$ cat src/rtl/mmio_console_pkg.sv
// mmio_console_pkg: register offsets, STATUS bit positions and TX FSM states
// shared by the memory-mapped console and its bench.
package mmio_console_pkg;

    localparam logic [3:0] TXDATA_OFF = 4'h0;
    localparam logic [3:0] STATUS_OFF = 4'h4;
    localparam logic [3:0] TOHOST_OFF = 4'h8;

    localparam int STATUS_FULL_BIT  = 0;
    localparam int STATUS_BUSY_BIT  = 1;
    localparam int STATUS_OVF_BIT   = 2;
    localparam int STATUS_COUNT_LSB = 4;

    localparam logic [31:0] STATUS_COUNT_MASK = 32'h0000_00F0;

    typedef enum logic [1:0] {
        IDLE  = 2'd0,
        START = 2'd1,
        DATA  = 2'd2,
        STOP  = 2'd3
    } tx_state_t;

endpackage

$ cat src/rtl/mmio_console_byte_fifo.sv
// byte_fifo: synchronous byte FIFO, power-of-two depth, head visible
// combinationally on dout. A push on a full FIFO is accepted only when a pop
// happens in the same cycle; pops on an empty FIFO are ignored.
module byte_fifo #(
    parameter int DEPTH = 4
) (
    input  logic                       clk,
    input  logic                       rst,
    input  logic                       push,
    input  logic                       pop,
    input  logic [7:0]                 din,
    output logic [7:0]                 dout,
    output logic                       full,
    output logic                       empty,
    output logic [$clog2(DEPTH):0]     count
);

    localparam int AW = $clog2(DEPTH);
    localparam int CW = AW + 1;
    localparam logic [CW-1:0] DEPTH_C = CW'(DEPTH);
    localparam logic [CW-1:0] CNT_ONE = CW'(1);
    localparam logic [AW-1:0] PTR_ONE = AW'(1);

    logic [7:0]    mem_r [DEPTH];
    logic [AW-1:0] wr_ptr_r;
    logic [AW-1:0] rd_ptr_r;
    logic [CW-1:0] count_r;
    logic          push_ok_s;
    logic          pop_ok_s;

    assign full      = (count_r == DEPTH_C);
    assign empty     = (count_r == {CW{1'b0}});
    assign count     = count_r;
    assign dout      = mem_r[rd_ptr_r];
    assign pop_ok_s  = pop && !empty;
    assign push_ok_s = push && (!full || pop_ok_s);

    // Storage array; contents need no reset because count gates visibility.
    always_ff @(posedge clk) begin
        if (push_ok_s) begin
            mem_r[wr_ptr_r] <= din;
        end
    end

    // Pointer and occupancy bookkeeping.
    always_ff @(posedge clk) begin
        if (rst) begin
            wr_ptr_r <= {AW{1'b0}};
            rd_ptr_r <= {AW{1'b0}};
            count_r  <= {CW{1'b0}};
        end else begin
            if (push_ok_s) begin
                wr_ptr_r <= wr_ptr_r + PTR_ONE;
            end
            if (pop_ok_s) begin
                rd_ptr_r <= rd_ptr_r + PTR_ONE;
            end
            case ({push_ok_s, pop_ok_s})
                2'b10:   count_r <= count_r + CNT_ONE;
                2'b01:   count_r <= count_r - CNT_ONE;
                default: count_r <= count_r;
            endcase
        end
    end

endmodule

$ cat src/rtl/mmio_console.sv
// mmio_console: memory-mapped console/exit device. Stores to TXDATA are
// queued and sent LSB-first as 8N1 frames on tx; a store to TOHOST latches
// the exit code and raises done. Optional build macro MMIO_CONSOLE_ECHO_EN
// adds char_valid/char_data, a one-cycle echo of each byte as it is popped.
module mmio_console
    import mmio_console_pkg::*;
#(
    parameter logic [31:0] BASE_ADDR  = 32'h0000_1000,
    parameter int          FIFO_DEPTH = 4,
    parameter int          BIT_CYCLES = 4
) (
    input  logic        clk,
    input  logic        rst,
    input  logic        mem_write,
    input  logic        mem_read,
    input  logic [31:0] address,
    input  logic [31:0] write_data,
    output logic [31:0] read_data,
    output logic        tx,
    output logic        done,
    output logic [31:0] exit_code
`ifdef MMIO_CONSOLE_ECHO_EN
    ,
    output logic        char_valid,
    output logic [7:0]  char_data
`endif
);

    localparam int FCW   = $clog2(FIFO_DEPTH) + 1;
    localparam int CYC_W = (BIT_CYCLES > 1) ? $clog2(BIT_CYCLES) : 1;
    localparam logic [CYC_W-1:0] CYC_LAST = CYC_W'(BIT_CYCLES - 1);
    localparam logic [CYC_W-1:0] CYC_ONE  = CYC_W'(1);

    logic            sel_s;
    logic            txdata_wr_s;
    logic            tohost_wr_s;
    logic            ovf_set_s;
    logic            pop_s;
    logic [7:0]      fifo_dout_s;
    logic            fifo_full_s;
    logic            fifo_empty_s;
    logic [FCW-1:0]  fifo_count_s;
    logic [31:0]     status_s;
    logic [31:0]     read_data_s;

    tx_state_t       state_r, state_nx_s;
    logic [CYC_W-1:0] cyc_r, cyc_nx_s;
    logic [2:0]      bit_r, bit_nx_s;
    logic [7:0]      shift_r, shift_nx_s;
    logic            tx_r, tx_nx_s;
    logic            overflow_r;
    logic            done_r;
    logic [31:0]     exit_code_r;

    assign sel_s       = (address[31:4] == BASE_ADDR[31:4]);
    assign txdata_wr_s = sel_s && mem_write && (address[3:0] == TXDATA_OFF);
    assign tohost_wr_s = sel_s && mem_write && (address[3:0] == TOHOST_OFF);
    // A push onto a full FIFO survives only when the FSM pops the same cycle.
    assign ovf_set_s   = txdata_wr_s && fifo_full_s && !pop_s;

    byte_fifo #(
        .DEPTH (FIFO_DEPTH)
    ) u_fifo (
        .clk   (clk),
        .rst   (rst),
        .push  (txdata_wr_s),
        .pop   (pop_s),
        .din   (write_data[7:0]),
        .dout  (fifo_dout_s),
        .full  (fifo_full_s),
        .empty (fifo_empty_s),
        .count (fifo_count_s)
    );

    // STATUS word assembly: count field, overflow, busy, full.
    always_comb begin
        status_s = (32'(fifo_count_s) << STATUS_COUNT_LSB) & STATUS_COUNT_MASK;
        status_s[STATUS_FULL_BIT] = fifo_full_s;
        status_s[STATUS_BUSY_BIT] = (state_r != IDLE);
        status_s[STATUS_OVF_BIT]  = overflow_r;
    end

    // Load mux: only STATUS returns data; everything else reads as zero.
    always_comb begin
        read_data_s = 32'h0000_0000;
        if (sel_s && mem_read) begin
            case (address[3:0])
                STATUS_OFF: read_data_s = status_s;
                default:    read_data_s = 32'h0000_0000;
            endcase
        end else begin
            read_data_s = 32'h0000_0000;
        end
    end

    assign read_data = read_data_s;

    // TX FSM next-state: frame timing, FIFO pop and next serial bit.
    always_comb begin
        state_nx_s = state_r;
        cyc_nx_s   = cyc_r;
        bit_nx_s   = bit_r;
        shift_nx_s = shift_r;
        pop_s      = 1'b0;
        case (state_r)
            IDLE: begin
                cyc_nx_s = {CYC_W{1'b0}};
                bit_nx_s = 3'd0;
                if (!fifo_empty_s) begin
                    pop_s      = 1'b1;
                    shift_nx_s = fifo_dout_s;
                    state_nx_s = START;
                end else begin
                    state_nx_s = IDLE;
                end
            end
            START: begin
                if (cyc_r == CYC_LAST) begin
                    cyc_nx_s   = {CYC_W{1'b0}};
                    bit_nx_s   = 3'd0;
                    state_nx_s = DATA;
                end else begin
                    cyc_nx_s = cyc_r + CYC_ONE;
                end
            end
            DATA: begin
                if (cyc_r == CYC_LAST) begin
                    cyc_nx_s = {CYC_W{1'b0}};
                    if (bit_r == 3'd7) begin
                        state_nx_s = STOP;
                    end else begin
                        shift_nx_s = {1'b0, shift_r[7:1]};
                        bit_nx_s   = bit_r + 3'd1;
                    end
                end else begin
                    cyc_nx_s = cyc_r + CYC_ONE;
                end
            end
            STOP: begin
                if (cyc_r == CYC_LAST) begin
                    cyc_nx_s = {CYC_W{1'b0}};
                    // Chain straight into the next frame when data is waiting.
                    if (!fifo_empty_s) begin
                        pop_s      = 1'b1;
                        shift_nx_s = fifo_dout_s;
                        state_nx_s = START;
                    end else begin
                        state_nx_s = IDLE;
                    end
                end else begin
                    cyc_nx_s = cyc_r + CYC_ONE;
                end
            end
            default: begin
                state_nx_s = IDLE;
                cyc_nx_s   = {CYC_W{1'b0}};
                bit_nx_s   = 3'd0;
            end
        endcase
        // tx is registered, so it is derived from where the FSM is heading.
        case (state_nx_s)
            START:   tx_nx_s = 1'b0;
            DATA:    tx_nx_s = shift_nx_s[0];
            default: tx_nx_s = 1'b1;
        endcase
    end

    // TX FSM state, counters, shift register and registered serial line.
    always_ff @(posedge clk) begin
        if (rst) begin
            state_r <= IDLE;
            cyc_r   <= {CYC_W{1'b0}};
            bit_r   <= 3'd0;
            shift_r <= 8'h00;
            tx_r    <= 1'b1;
        end else begin
            state_r <= state_nx_s;
            cyc_r   <= cyc_nx_s;
            bit_r   <= bit_nx_s;
            shift_r <= shift_nx_s;
            tx_r    <= tx_nx_s;
        end
    end

    // Sticky overflow flag and first-write-wins exit code.
    always_ff @(posedge clk) begin
        if (rst) begin
            overflow_r  <= 1'b0;
            done_r      <= 1'b0;
            exit_code_r <= 32'h0000_0000;
        end else begin
            if (ovf_set_s) begin
                overflow_r <= 1'b1;
            end
            if (tohost_wr_s && !done_r) begin
                done_r      <= 1'b1;
                exit_code_r <= write_data;
            end
        end
    end

    assign tx        = tx_r;
    assign done      = done_r;
    assign exit_code = exit_code_r;

`ifdef MMIO_CONSOLE_ECHO_EN
    assign char_valid = pop_s;
    assign char_data  = pop_s ? fifo_dout_s : 8'h00;
`endif

endmodule

$ cat config.mk
export PLATFORM = sky130hd
export DESIGN_NAME = mmio_console
export DESIGN_NICKNAME = d
export VERILOG_FILES = /design/src/rtl/mmio_console_pkg.sv /design/src/rtl/mmio_console_byte_fifo.sv /design/src/rtl/mmio_console.sv
export SDC_FILE = /design/constraint.sdc
export NUM_CORES = 1
export LEC_CHECK = 0
export CAP_MARGIN = 10
export CELL_PAD_IN_SITES_DETAIL_PLACEMENT = 1
export CELL_PAD_IN_SITES_GLOBAL_PLACEMENT = 1
export CORE_UTILIZATION = 34
export CTS_BUF_LIST = sky130_fd_sc_hd__clkbuf_8
export DETAILED_ROUTE_END_ITERATION = 16
export PLACE_DENSITY_LB_ADDON = 0.15
export SYNTH_ARGS = -nofsm -noshare
export SYNTH_HDL_FRONTEND = slang
export SYNTH_SLANG_ARGS = --single-unit
export TNS_END_PERCENT = 50
$ cat constraint.sdc
create_clock -name clk -period 2.4 [get_ports clk]
set_input_delay 0.36 -clock clk [delete_from_list [all_inputs] [get_ports clk]]
set_output_delay 0.36 -clock clk [all_outputs]
set_load 0.02 [all_outputs]
### Word level (Yosys, flattened, before mapping)

Memory sizes are Yosys's and may differ from the RTL's. A register that Yosys moved wholly into a read port is not among the register bits.
Index checks and enable logic that the tools add are counted.

* reductions and logical operators: 24
* mux-type cells: 28
* add/subtract/negate cells: 6
* eq/ne operators: 17

Operators by type and width (number)
* $mux W32: 1
* $mux W8: 4
* $eq A28 B9 Y1 const B: 1
* $pmux W8 S3: 1
* $mux W2: 7
* $eq A2 B2 Y1 const B: 5
* $logic_and A1 B1 Y1: 9
* $mux W3: 3
* $pmux W3 S3: 1
* $ne A2 B2 Y1 const B: 4
* $pmux W2 S4: 1
* $reduce_and A4 Y1: 2
* $mux W7: 1
* $add A2 B1 Y2 const B: 3
* $add A3 B1 Y3 const B: 2
* $eq A2 B1 Y1 const B: 3
* $eq A3 B3 Y1 const B: 2
* $pmux W3 S2: 1
* $reduce_bool A3 Y1: 2
* $mux W1: 5
* $eq A4 B3 Y1 const B: 1
* $eq A4 B4 Y1 const B: 1
* $logic_not A1 Y1: 4
* $logic_not A4 Y1: 1
* other kinds (8): 10

* logic and storage cells: 88
* bits in registers: 57
* input bits: 68
* memories kept: 1
* RAM bits: 32

Memory list
* u_fifo.mem_r: words 4, width 8, rd ports 1, clocked after Yosys merged registers in 1, write ports 1, RTL line mmio_console_byte_fifo.sv:24 `logic [7:0] mem_r [DEPTH];`

### Longest topological paths before layout

* word-level depth: 9
* mapped depth: 9
* depth with buffers taken out: 9

### By module

A second synthesis with hierarchy kept.

* cell total of the unflattened synthesis: 401
* area total of the unflattened synthesis: 4440.5 um2

Modules (own cells, without submodules)
* mmio_console: times used 1, cells each 305, area each 2795.2 um2, seq. area each 1001.0 um2
* byte_fifo: times used 1, cells each 96, area each 1645.3 um2, seq. area each 1141.1 um2

### Worst setup path after synthesis

No wires, ideal clock.

* path type: register to register
* from: register state_r[0]
* to: register u_fifo.count_r[2] (netlist: u_fifo.count[2])
* clock period less this slack: 2297 ps
* path slack: 103 ps
* path buffers: 0
* arrival: 2174 ps
* library setup time: 123 ps
* required time: 2277 ps
* stages on the path, launching flop included: 9
* cell sequence: dfxtp_1 -> inv_1 -> ha_1 -> nor3_4 -> nand2_1 -> fa_1 -> o311a_1 -> a21oi_1 -> mux2_1

* longest elaborated chain between the ends: 7

Ends and longest elaborated chain
* start: declaration: RTL line mmio_console.sv:46 `tx_state_t state_r, state_nx_s;`
* start signal: assignment: RTL line mmio_console.sv:177 `state_r <= state_nx_s;`
* $eq A2 B2 Y1 / $logic_not A2 Y1 (equally long branches): RTL line mmio_console.sv:105 `case (state_r)`
* $pmux W1 S2 *: RTL line mmio_console.sv:105
* $logic_and A1 B1 Y1 *: RTL line mmio_console_byte_fifo.sv:35 `assign pop_ok_s = pop && !empty;`
* $logic_or A1 B1 Y1: RTL line mmio_console_byte_fifo.sv:36 `assign push_ok_s = push && (!full || pop_ok_s);`
* $logic_and A1 B1 Y1: RTL line mmio_console_byte_fifo.sv:36
* $eq A2 B1 Y1 / $eq A2 B2 Y1 (equally long branches): RTL line mmio_console_byte_fifo.sv:58 `case ({push_ok_s, pop_ok_s})`
* $pmux W3 S2 / $reduce_bool A2 Y1 (equally long branches)
* end signal: assignment: RTL line mmio_console_byte_fifo.sv:59 `2'b10: count_r <= count_r + CNT_ONE;`
* end signal: assignment: RTL line mmio_console_byte_fifo.sv:60 `2'b01: count_r <= count_r - CNT_ONE;`
* end signal: assignment: RTL line mmio_console_byte_fifo.sv:61 `default: count_r <= count_r;`
* end: declaration: RTL line mmio_console_byte_fifo.sv:27 `logic [CW-1:0] count_r;`

Mark *: on every way between the ends. The rest lies on a longest branch, timed or not.
A chain may end at the register's enable or synchronous reset.

### Worst setup path in the final report

* from: input address[31]
* to: output read_data[0]

* longest elaborated chain between the ends: 3

Ends and longest elaborated chain
* start: declaration: RTL line mmio_console.sv:16 `input logic [31:0] address,`
* $eq A28 B9 Y1: RTL line mmio_console.sv:55 `assign sel_s = (address[31:4] == BASE_ADDR[31:4]);`
* $logic_and A1 B1 Y1: RTL line mmio_console.sv:86 `if (sel_s && mem_read) begin`
* $mux W32: RTL line mmio_console.sv:86
* end: declaration: RTL line mmio_console.sv:18 `output logic [31:0] read_data,`

No other way between the ends.

==> impl_results.md <==
* Status: finished clean
* Primary FF master, synth: dfxtp_1
* Worst setup SP type: input port
* Filler instances at 1334
* Pre-Repair DR Iteration Count at 4
* Initial antenna violation count at 0
* Clock H-tree levels at 3
* Crit path time final at 2.28 ns
* Mean cell area of the mapped netlist at 12.2 sq um
* Hold Vio Cnt, Final at 0
* Fin cells at 649
* Fin Clk Skew at 0.0124 ns
* Layout Area Growth over Synthesis at 34.9%
* Layout cells sized above 1 at 21.6%
* Crit share post-route at 95.1%
* Worst stage delay on the critical path at 0.44 ns
* Final #Nets at 558
* Leakage at 2.15 nW
* Register area at 2140 sq um
* Setup bufs post-CTS at 0
* Post-CTS Hold Fix Bufs at 0
* RSZ-0062 raised after global routing: false
* Buf/Inv on CP at 3
* Power Total at 0.00393 W
* Worst Slack Setup Final at 0.118 ns
* Drt total wl at 9660 um
* Crit-path max FO at 6
* Clk slew on worst S/H paths at 0.10 ns
* Placed cells at 633
* Worst-Margin Slew at 0.665 ns
* Max VDD drop at 0.274 mV
* Critical path class: input port to primary output
* First-pass GRT wire length at 16000 um
* Setup TNS at 0 ns
* Synth cell types at 52
* Yosys reg bits at 91
* Top-Level Pins at 134
* Finished Core Util at 47.8%
* Most frequent cells in the layout: 91 x clkdlybuf4s50_1, 57 x dfxtp_1, 40 x nor2_1, 40 x mux2i_1, 32 x edfxtp_1
* Placer Congestion at 0.764
* Final setup vio count at 0
* Multi-input logic area at 1950 sq um
* Register area share after synthesis at 49.8%
* Die Span Y at 115 um
* Fmax at 438 MHz
* Routed vias at 2974
* Die ar. at 13100 sq um
* N_diodes at 0
* Initial Utilization at 35.4%
* Asr flop ratio synth at 0%
* Residual DRC count at 0
* Crit-path cells: clkdlybuf4s50_1 -> nor4_4 -> nand4_2 -> nor4_2 -> buf_4 -> and3_4 -> buf_6
* Via/cell ratio at 4.58
* Crit. End Element: primary output
* Gr ovfl total at 0
* CTS Buf Count at 9
* Final Max Tran Viols at 0
* Worst path slowest cell: clkdlybuf4s50_1
* DPL Wire Length at 7170 um
* Post-Syn Area at 4300 sq um
* Max Cap Viol at 0
* Critical Path RT at 2.04 ns
* Clock tree buffer depth at 2
* Most common cell after layout, fill and taps aside: clkdlybuf4s50_1
* Number of DRC markers in iteration 0 at 118
* Rel. slew slack at 55.1%
* PortBufs at 107
* Pre-CTS setup slack at -0.493 ns
* Clock Latency Late Sink at 0.37 ns
* Core ar. at 12200 sq um
* TritonCTS clock tree: yes
* Syn Inst Count at 354
* Routed Antenna Nets at 0
* Pwr/cell area at 676 nW/um^2
* Post-synth EDFFs at 32
* Clock root cell: clkbuf_8
* YS warnings at 0
* Family with the most delay on the worst path: simple AND/OR/NAND/NOR gates
* # clock sinks at 91
* HP Class: register to register
* WP data arrival at 1.92 ns
* Largest net degree at the start of global routing at 35
* Gr usage total at 16.0%
* Rows at 40
* Per-cell routed wire length at 14.9 um
* Chip width at 115 um
* Vias in the first global route at 3158
metrics by stage:
step | hold slack, ns | instance area, sq um
2_1_floorplan | 0.405 | 4400
3_3_place_gp | 0.416 | 5610
3_5_place_dp | 0.424 | 5610
4_1_cts | 0.439 | 5770
5_1_grt | 0.463 | 5810
6_report | 0.434 | 5810
cells by family after synthesis:
logic type	after synthesis	synth area share [%]
other	1	0.0871
xor gates and xnor gates	3	0.611
adders and majority gates	14	4.24
muxes	52	14.8
buffers and inverters	49	7.50
DFF	91	49.8
and+or+nand+nor	111	17.4
AOI/OAI and AO/OA	33	5.61
power by group:
part           total [W]  switching [W]  internal, W
registers        0.00182       0.000107      0.00171
logic            0.00112       0.000565     0.000560
clock network   0.000985       0.000592     0.000393
final timing paths:
| path | to | start | cells past startpoint | slack [ns] |
|---|---|---|---|---|
| setup / recovery | read_data[0] | address[31] | 7 | 0.12 |
| hold reg to reg | cyc_r[0] | cyc_r[0] | 1 | 0.43 |
| hold / removal | cyc_r[0] | cyc_r[0] | 1 | 0.43 |
| setup reg to reg | u_fifo.count[2] | state_r[1] | 8 | 0.21 |
cells in the mapped netlist, types with 6 or more instances:
library cell | n | share of area, %
buf_4 | 27 | 4.7
mux2i_1 | 40 | 9.3
dfxtp_1 | 59 | 27
a211oi_1 | 6 | 1.0
a21oi_1 | 11 | 1.3
nor4_4 | 6 | 3.0
mux4_2 | 8 | 4.2
edfxtp_1 | 32 | 22
and2_1 | 8 | 1.2
nor2_2 | 29 | 4.2
nor2_1 | 40 | 3.5
inv_1 | 8 | 0.70
ha_1 | 13 | 3.8
area by class of cell:
cell class / count / area share [%]
sequential: 91 / 36.9
multi-input combinational: 239 / 33.5
timing repair buffer: 127 / 22.3
tap: 168 / 3.62
clock buffer: 9 / 2.13
clock inverter: 7 / 1.03
inverter: 8 / 0.517
worst register-to-register path: stages (launching register included):
cell,delay [ns]
dfxtp_2,0.39
inv_1,0.09
ha_1,0.32
nor3_4,0.21
nand2_1,0.09
fa_1,0.40
o311a_1,0.12
a21oi_1,0.14
mux2_1,0.33
layer usage:
metal / track usage (%) / vias up / share of wire [%]
li1: - / 1448 / -
met3: 6.62 / 11 / 7.2
met1: 18.1 / 1435 / 42
met5: 0 / - / 0
met2: 27.8 / 80 / 49
met4: 4.16 / 0 / 1.0
state kept, by name, summed over array words and instances, names as in the netlist, named ones only:
register / count
shift_r: 8
tx: 1
done: 1
u_fifo.rd_ptr_r: 2
overflow_r: 1
exit_code: 32
u_fifo.count: 3
cyc_r: 2
bit_r: 3
u_fifo.mem_r: 32
state_r: 2
u_fifo.wr_ptr_r: 2
what timing repair did:
| action | CTS | global route |
|---|---|---|
| setup endpoints to repair | 6 | 6 |
| pin swaps | 2 | 9 |
| gates resized for setup | 25 | 16 |
(Power assumes the default switching activity.)
